[src/rtl/bsg_dram_bw_req_scheduler.sv]
// Trace-to-DRAM request scheduler with credit-limited issue, completion/busy statistics and end-of-test detection.
// Optional read-latency tracking is enabled by defining BSG_DRAM_BW_SCHED_LATENCY_EN.
module bsg_dram_bw_req_scheduler #(
  parameter int payload_width_p   = 10,
  parameter int addr_width_p      = 28,
  parameter int lg_block_bytes_p  = 6,
  parameter int max_outstanding_p = 8,
  parameter int counter_width_p   = 32
) (
  input  logic                                   clk_i,
  input  logic                                   reset_i,
  input  logic                                   tr_v_i,
  input  logic [payload_width_p-1:0]             tr_data_i,
  output logic                                   tr_yumi_o,
  input  logic                                   tr_done_i,
  output logic                                   dram_v_o,
  output logic                                   dram_write_not_read_o,
  output logic [addr_width_p-1:0]                dram_addr_o,
  input  logic                                   dram_yumi_i,
  input  logic                                   dram_rd_done_i,
  input  logic                                   dram_wr_done_i,
  output logic                                   done_o,
  output logic                                   error_o,
  output logic [$clog2(max_outstanding_p+1)-1:0] outstanding_o,
  output logic [counter_width_p-1:0]             busy_cycles_o,
  output logic [counter_width_p-1:0]             reads_done_o,
  output logic [counter_width_p-1:0]             writes_done_o
`ifdef BSG_DRAM_BW_SCHED_LATENCY_EN
  ,
  output logic [counter_width_p-1:0]             max_rd_latency_o
`endif
);

  localparam int unsigned ow_w  = $clog2(max_outstanding_p+1);
  localparam int unsigned ow1_w = ow_w + 1;

  typedef enum logic [1:0] {IDLE, RUN, DRAIN, DONE} state_e;

  state_e            state, state_n;
  logic [ow_w-1:0]   outstanding, outstanding_n;
  logic [ow1_w-1:0]  up, down;
  logic              accept, underflow, issue_en, busy_inc, fifo_err;

  assign dram_write_not_read_o = tr_data_i[payload_width_p-1];
  assign dram_addr_o = addr_width_p'(tr_data_i[payload_width_p-2:0]) << lg_block_bytes_p;
  assign accept        = tr_yumi_o;
  assign outstanding_o = outstanding;

  // Issue is gated on the registered count, so accept and a completion never meet at full.
  always_comb begin
    issue_en  = (state == IDLE) || (state == RUN);
    dram_v_o  = tr_v_i & issue_en & (outstanding < ow_w'(max_outstanding_p));
    tr_yumi_o = dram_v_o & dram_yumi_i;
    done_o    = (state == DONE);
  end

  always_comb begin
    up            = {1'b0, outstanding} + ow1_w'(accept);
    down          = ow1_w'(dram_rd_done_i) + ow1_w'(dram_wr_done_i);
    underflow     = (up < down);
    outstanding_n = underflow ? '0 : ow_w'(up - down);
    busy_inc      = (state == RUN) || (state == DRAIN) || ((state == IDLE) && accept);
  end

  always_comb begin
    state_n = state;
    case (state)
      IDLE:    if (accept) state_n = RUN;
               else if (tr_done_i && !tr_v_i) state_n = DONE;
      RUN:     if (tr_done_i && !tr_v_i && !accept) state_n = DRAIN;
      DRAIN:   if (outstanding_n == '0) state_n = DONE;
      default: state_n = DONE;
    endcase
  end

  always_ff @(posedge clk_i) begin
    if (reset_i) begin
      state         <= IDLE;
      outstanding   <= '0;
      busy_cycles_o <= '0;
      reads_done_o  <= '0;
      writes_done_o <= '0;
      error_o       <= 1'b0;
    end else begin
      state       <= state_n;
      outstanding <= outstanding_n;
      if (busy_inc && !(&busy_cycles_o)) busy_cycles_o <= busy_cycles_o + 1'b1;
      if (dram_rd_done_i && !(&reads_done_o)) reads_done_o <= reads_done_o + 1'b1;
      if (dram_wr_done_i && !(&writes_done_o)) writes_done_o <= writes_done_o + 1'b1;
      if ((dram_yumi_i && !dram_v_o) || underflow || fifo_err) error_o <= 1'b1;
    end
  end

`ifdef BSG_DRAM_BW_SCHED_LATENCY_EN
  localparam int unsigned pt_w = (max_outstanding_p > 1) ? $clog2(max_outstanding_p) : 1;

  logic [counter_width_p-1:0] cycle_cnt, latency;
  logic [counter_width_p-1:0] ts_mem [max_outstanding_p];
  logic [pt_w-1:0]            wptr, rptr;
  logic [ow_w-1:0]            fcnt;
  logic                       rd_acc, full, empty, push, pop;

  // Reads return in order, so the oldest timestamp belongs to the current completion.
  always_comb begin
    rd_acc   = accept & ~dram_write_not_read_o;
    full     = (fcnt == ow_w'(max_outstanding_p));
    empty    = (fcnt == '0);
    pop      = dram_rd_done_i & ~empty;
    push     = rd_acc & (~full | pop);
    fifo_err = (dram_rd_done_i & empty) | (rd_acc & full & ~pop);
    latency  = cycle_cnt - ts_mem[rptr];
  end

  always_ff @(posedge clk_i) begin
    if (push) ts_mem[wptr] <= cycle_cnt;
  end

  always_ff @(posedge clk_i) begin
    if (reset_i) begin
      cycle_cnt        <= '0;
      wptr             <= '0;
      rptr             <= '0;
      fcnt             <= '0;
      max_rd_latency_o <= '0;
    end else begin
      cycle_cnt <= cycle_cnt + 1'b1;
      fcnt      <= fcnt + ow_w'(push) - ow_w'(pop);
      if (push) wptr <= (wptr == pt_w'(max_outstanding_p-1)) ? '0 : wptr + 1'b1;
      if (pop) begin
        rptr <= (rptr == pt_w'(max_outstanding_p-1)) ? '0 : rptr + 1'b1;
        if (latency > max_rd_latency_o) max_rd_latency_o <= latency;
      end
    end
  end
`else
  assign fifo_err = 1'b0;
`endif

endmodule

[config.mk]
export PLATFORM = sky130hd
export DESIGN_NAME = bsg_dram_bw_req_scheduler
export DESIGN_NICKNAME = d
export VERILOG_FILES = /design/src/rtl/bsg_dram_bw_req_scheduler.sv
export SDC_FILE = /design/constraint.sdc
export NUM_CORES = 1
export LEC_CHECK = 0
export BUFFER_PORTS_ARGS = -buffer_cell sky130_fd_sc_hd__buf_2
export CAP_MARGIN = 5
export CORE_UTILIZATION = 54
export CTS_CLUSTER_SIZE = 10
export DETAILED_ROUTE_END_ITERATION = 12
export PLACE_DENSITY = 0.78
export SLEW_MARGIN = 20
export SYNTH_ARGS = -nofsm -noshare
export SYNTH_HDL_FRONTEND = slang
export SYNTH_SLANG_ARGS = --single-unit
[constraint.sdc]
create_clock -name clk_i -period 3.8 [get_ports clk_i]
set_input_delay 0.57 -clock clk_i [delete_from_list [all_inputs] [get_ports clk_i]]
set_output_delay 0.57 -clock clk_i [all_outputs]
set_load 0.005 [all_outputs]
Word-level counts from Yosys, hierarchy flattened
Cells that the tools add are included.
{ "op_classes": {"order_cmp": 2, "n_mux": 6, "addsub": 6, "multipliers": 0, "reduce_logical": 23, "n_eq_ne": 6, "div": 0, "shift": 0, "bitwise_logic": 3} }
{ "op_table": {"columns": ["op", "count"], "rows": [
  ["adder 32 x 1 -> 32 bit (second input constant)", 3],
  ["AND reduction 32 bit", 3],
  ["2-to-1 mux 2 bit", 4],
  ["logical AND 1 bit", 7],
  ["logical NOT 1 bit", 6],
  ["case mux 2 bit (3 select lines)", 1],
  ["adder 4 x 1 -> 5 bit", 1],
  ["less-than comparator 5 x 2 -> 1 bit", 1],
  ["equality test 2 bit (second input constant)", 2],
  ["logical NOT 4 bit", 1],
  ["logical OR 1 bit", 4],
  ["less-than comparator 4 bit (second input constant)", 1],
  ["2-to-1 mux 4 bit", 1],
  ["!= test 2 x 1 -> 1 bit (second input constant)", 2],
  ["subtractor 4 x 2 -> 4 bit", 1],
  ["AND 1 bit", 3],
  ["!= test 3 x 2 -> 1 bit (second input constant)", 1],
  ["AND reduction 3 bit", 1],
  ["adder 1 x 1 -> 2 bit", 1],
  ["equality test 2 x 1 -> 1 bit (second input constant)", 1],
  ["logical NOT 2 bit", 1]
]} }
{ "word_totals": {"rom_bits": 0, "regBits": 103, "wordCells": 52, "out_inout_bits": 133, "latchBits": 0, "in_bits": 17, "ramBits": 0, "mem_count": 0} }

Longest topological paths before layout
{ "depth": {"depth_word": 11, "ltp_mapped": 15, "depth_no_buf": 15} }

Worst setup path before layout
Ideal clock, no wire load.
{ "synth_path": {"path_kind": "register to register", "start": "register state[1]", "end": "register state[0]", "arrival_time_ns": 3.119, "setup_ns": 0.095, "required_time_ns": 3.705, "setup_slack_ns": 0.586, "path_stages_with_launch": 14, "n_path_buf": 0, "period_less_slack_ns": 3.214, "path_cell_list": "dfxtp_1 > inv_1 > ha_1 > o21ai_0 > inv_1 > and2_1 > ha_1 > ha_1 > fa_1 > nand3b_1 > nor4_1 > o22ai_1 > or3_1 > a221oi_1"} }
{ "synth_between": {"elab_chain_cells": 11, "word_cells_on_any_way": 20, "cone_classes": "add/sub: 2; order compare: 1; eq/ne: 5; mux: 3; bitwise: 3; reduce/logical: 6"} }
{ "synth_lines": {"columns": ["item", "line_no", "source"], "rows": [
  ["from (decl)", "39", "state_e state, state_n;"],
  ["from (signal assigned)", "85", "state <= state_n;"],
  ["equality test 2 x 1 -> 1 bit or logical NOT 2 bit (tied branches)", "51", "issue_en = (state == IDLE) || (state == RUN);"],
  ["logical OR 1 bit (*)", "51", null],
  ["AND 1 bit (*) (2 in series)", "52", "dram_v_o = tr_v_i & issue_en & (outstanding < ow_w'(max_outstanding_p));"],
  ["net dram_v_o", "16", "output logic dram_v_o,"],
  ["AND 1 bit (*)", "53", "tr_yumi_o = dram_v_o & dram_yumi_i;"],
  ["net tr_yumi_o", "14", "output logic tr_yumi_o,"],
  ["adder 4 x 1 -> 5 bit", "58", "up = {1'b0, outstanding} + ow1_w'(accept);"],
  ["subtractor 4 x 2 -> 4 bit or less-than comparator 5 x 2 -> 1 bit (tied branches)", "61, 60", null],
  ["2-to-1 mux 4 bit", "61", "outstanding_n = underflow ? '0 : ow_w'(up - down);"],
  ["logical NOT 4 bit", "71", "DRAIN: if (outstanding_n == '0) state_n = DONE;"],
  ["!= test 2 x 1 -> 1 bit (no source line)", null, null],
  ["AND reduction 3 bit (no source line)", null, null]
]} }
The timed path passes the listed nets; every way through them passes the cells marked *.
A chain may end at the register's enable or synchronous reset.

Worst setup path after layout
{ "layout_path": {"start": "register state[0]", "end": "register state[0]"} }
{ "layout_between": {"elab_chain_cells": 11, "word_cells_on_any_way": 20, "cone_classes": "add/sub: 2; order compare: 1; eq/ne: 5; mux: 3; bitwise: 3; reduce/logical: 6"} }
{ "layout_lines": {"columns": ["item", "line_no"], "rows": [
  ["equality test 2 x 1 -> 1 bit or logical NOT 2 bit (tied branches)", "51, 67"],
  ["logical OR 1 bit", "51"],
  ["AND 1 bit (2 in series)", "52"],
  ["AND 1 bit", "53"],
  ["adder 4 x 1 -> 5 bit", "58"],
  ["subtractor 4 x 2 -> 4 bit or less-than comparator 5 x 2 -> 1 bit (tied branches)", "61, 60"],
  ["2-to-1 mux 4 bit", "61"],
  ["logical NOT 4 bit", "71"],
  ["!= test 2 x 1 -> 1 bit (no source line)", null],
  ["AND reduction 3 bit (no source line)", null]
]} }
Parallel ways exist; a longest one is shown, timed or not.

==> key figures <==
Power and ir drop
  – Gate power share: 0.198
  – Net Sw Power: 0.000747 W
  – Sw Share: 0.311
  – Power density over the cells: 371 mW/mm²
  – LEAKAGE: 2.44 nW
  – Pint: 0.00165 W
  – Total Power: 0.00240 W
  – Register share of total power: 0.490
  – Clock power share: 0.313
  – Worst IR Drop VDD: 0.249 mV

STA
  – RSZ-0062 raised after global routing: no
  – Worst Tran Pin Value: 0.862 ns
  – WHS: 0.499 ns
  – Period utilization: 0.924
  – Hold Vio Cnt, Final: 0
  – Max transition margin: 0.426
  – Setup TNS: 0 ns
  – Final setup fails: 0
  – Setup Skew: 0.0145 ns
  – Final critical-path required period: 3.51 ns
  – Fmax: 0.285 GHz
  – Max Slew Vio Count: 0

Drt
  – Drt wl/cell: 15.1 µm
  – Met2 wire length: 6.64 mm
  – Met1 wire length: 6.17 mm
  – DRC: 0
  – Final WL: 13.7 mm
  – Via count: 5443
  – DR top layer: met4
  – Vias per Instance: 5.99
  – First DRT Iteration DRCs: 278
  – Final antenna-violating net count: 0
  – Drt pass-1 iters: 6
  – DR WL met3: 760 µm

Clocking
  – H-tree depth: 3
  – # Post-CTS Setup Buffers: 0
  – Clock Sinks: 103
  – Post-CTS Hold Fix Bufs: 0
  – CTS Buffer Depth: 2
  – Clock Pin Slew Worst Setup and Hold Paths: 0.10 ns
  – CTS tree: yes
  – Skew-Pair Late Insertion Delay: 0.39 ns
  – Clk root buf: clkbuf_8
  – TritonCTS Buffers: 9

Floorplan
  – I/O pin count: 150
  – Die area: 0.0112 mm²
  – Core Area: 0.0104 mm²
  – Row cnt: 37
  – Die width: 106 µm
  – Chip height: 106 µm
  – Starting density of the core: 0.560

Global route
  – Largest net degree at the start of global routing: 53
  – Initial antenna violation count: 0
  – Gr ovfl total: 0
  – Vias in the first global route: 4950
  – Total GRT Usage: 0.245
  – First-pass GRT wire length: 22.7 mm

Logic synthesis
  – Sequential area share after synthesis: 0.355
  – Ys flop type: dfxtp_1
  – Post-synth top area share: 0.355
  – Mapped Cells: 689
  – Mean area per synthesized cell: 8.43 µm²
  – Warnings, synthesis: 0
  – #FFs+latches synth: 103
  – Largest area contributor in the netlist: dfxtp_1
  – Post-synth EDFFs: 0
  – Ys async rst share: 0
  – Synth cell types: 62
  – Synth area leaders: dfxtp_1, a21oi_1, buf_4
  – Syn Std Cell Area: 0.00581 mm²

Finish
  – Share of layout cells above drive strength 1: 0.210
  – Area grow syn2layout: 11.2%
  – Core Util, Final: 0.623
  – Nets: 798
  – Register Area: 0.00206 mm²
  – # fillers: 980
  – Antenna diodes: 0
  – Design Area, Final: 0.00646 mm²
  – Multi-input logic area: 0.00336 mm²

Worst setup path
  – Critical Path RT: 4.09 ns
  – CP Data Arrival Time: 3.80 ns
  – Crit Path Max Fanout: 4
  – Worst Setup Path Type: reg2reg
  – CP startpoint kind: flop
  – Setup crit end kind: flop

Min path
  – Class of the worst hold path: in2reg

Placed design
  – Post-DP Area: 0.00624 mm²
  – DP Wirelength: 9.90 mm
  – Port-buffer cells: 110
  – GP Congestion: 0.872

Status
  – Status: completed

Flow run
  – MaxCap Viol Count: 0
==> metrics by stage <==
stage / cells / setup slack (ns)
2_1_floorplan: 707 / 0.586
3_3_place_gp: 893 / 0.421
3_5_place_dp: 893 / 0.186
4_1_cts: 909 / 0.207
5_1_grt: 909 / 0.0716
6_report: 909 / 0.287
==> cell type report <==
cell class | count | area share
flip-flops and latches | 103 | 0.319
multi-input cells | 521 | 0.519
repair buffers | 115 | 0.0914
clock inverters | 6 | 0.0120
inverters | 18 | 0.0105
well taps | 136 | 0.0263
clock buffers | 10 | 0.0213
==> kinds of logic after synthesis <==
group / synth area share
and+or+nand+nor: 0.294
AOI/OAI and AO/OA: 0.168
DFF: 0.355
buffers and inverters: 0.0812
xor gates and xnor gates: 0.0431
muxes: 0.0286
adders and majority gates: 0.0293
other: 0.000645
==> critical path, cell delays in order (launching register included) <==
cell and delay [ns]:
dfxtp_1 0.38, inv_1 0.09, ha_1 0.23, o21ai_1 0.17, inv_1 0.08, and2_1 0.19, ha_1 0.23, ha_1 0.33
fa_1 0.53, nand3b_1 0.19, nor4_1 0.20, o22ai_1 0.15, or3_1 0.39, a221oi_2 0.27
==> state kept, by name (all words and copies together), names as in the netlist <==
register,count
busy_cycles_o,32
outstanding_o,4
error_o,1
state,2
writes_done_o,32
reads_done_o,32
==> metal layers <==
| metal | up-vias | GRT usage |
|---|---|---|
| li1 | 2688 | - |
| met1 | 2598 | 0.317 |
| met2 | 145 | 0.407 |
| met3 | 12 | 0.0464 |
| met4 | 0 | 0.0903 |
| met5 | - | 0 |
==> power groups by stage <==
stage | Combinational, W | Sequential (W) | Clock [W]
after floorplan | 0.000358 | 0.00119 | 0
after detailed placement | 0.000464 | 0.00120 | 0
after global placement | 0.000430 | 0.00119 | 0
final | 0.000475 | 0.00117 | 0.000751
after CTS | 0.000465 | 0.00117 | 0.000767
after global routing | 0.000527 | 0.00118 | 0.000812
==> cell usage after synthesis, drive strengths merged (2+ instances only) <==
cell type and instances:
nor3 11, buf 41, clkbuf 24, a31oi 6, nor3b 2, a21oi 58
o41ai 2, and3 12, nor2b 16, ha 12, o2111ai 3, mux2i 2
dfxtp 103, mux2 13, o31ai 25, nand4 25, and2 5, o21ai 33
nor2 49, and4 18, or3 33, or4 25, nand2 37, nand3 37
or4b 2, nor4b 2, a211oi 3, xor2 5, nor4 15, inv 18
a2111oi 6, o21a 4, a221oi 3, xnor2 21, nand3b 4
==> cells in the final DEF, fill, tap and decap left out, types with 12 or more instances in the layout <==
cell type,netlist,final
nand2_1,37,37
nor4_1,14,13
nor2_1,49,49
dfxtp_1,103,103
nand4_1,24,24
xnor2_1,21,21
nor2b_1,16,16
a21oi_1,58,58
or3_1,33,33
inv_1,18,18
or4_1,24,24
o21ai_0,23,22
conb_1,1,19
o31ai_1,22,22
and3_1,12,12
mux2_2,13,13
buf_2,7,109
ha_1,12,12
and4_1,18,18
nand3_1,35,35
==> path summary, 6_finish.rpt <==
| check | from | endpoint | slack (ns) | cells past startpoint |
|---|---|---|---|---|
| max | state[0] | state[0] | 0.29 | 13 |
| min | dram_yumi_i | error_o | 0.50 | 3 |
| max reg2reg | state[0] | state[0] | 0.29 | 13 |
| min reg2reg | writes_done_o[17] | writes_done_o[17] | 0.51 | 2 |
==> timing repair <==
| item | in CTS | in global routing |
|---|---|---|
| endpoints found under the hold margin | 0 | 0 |
| endpoints found under the setup margin | 0 | 1 |
| resized for setup | 0 | 2 |
Note: power is estimated with default switching activity, not from simulation.
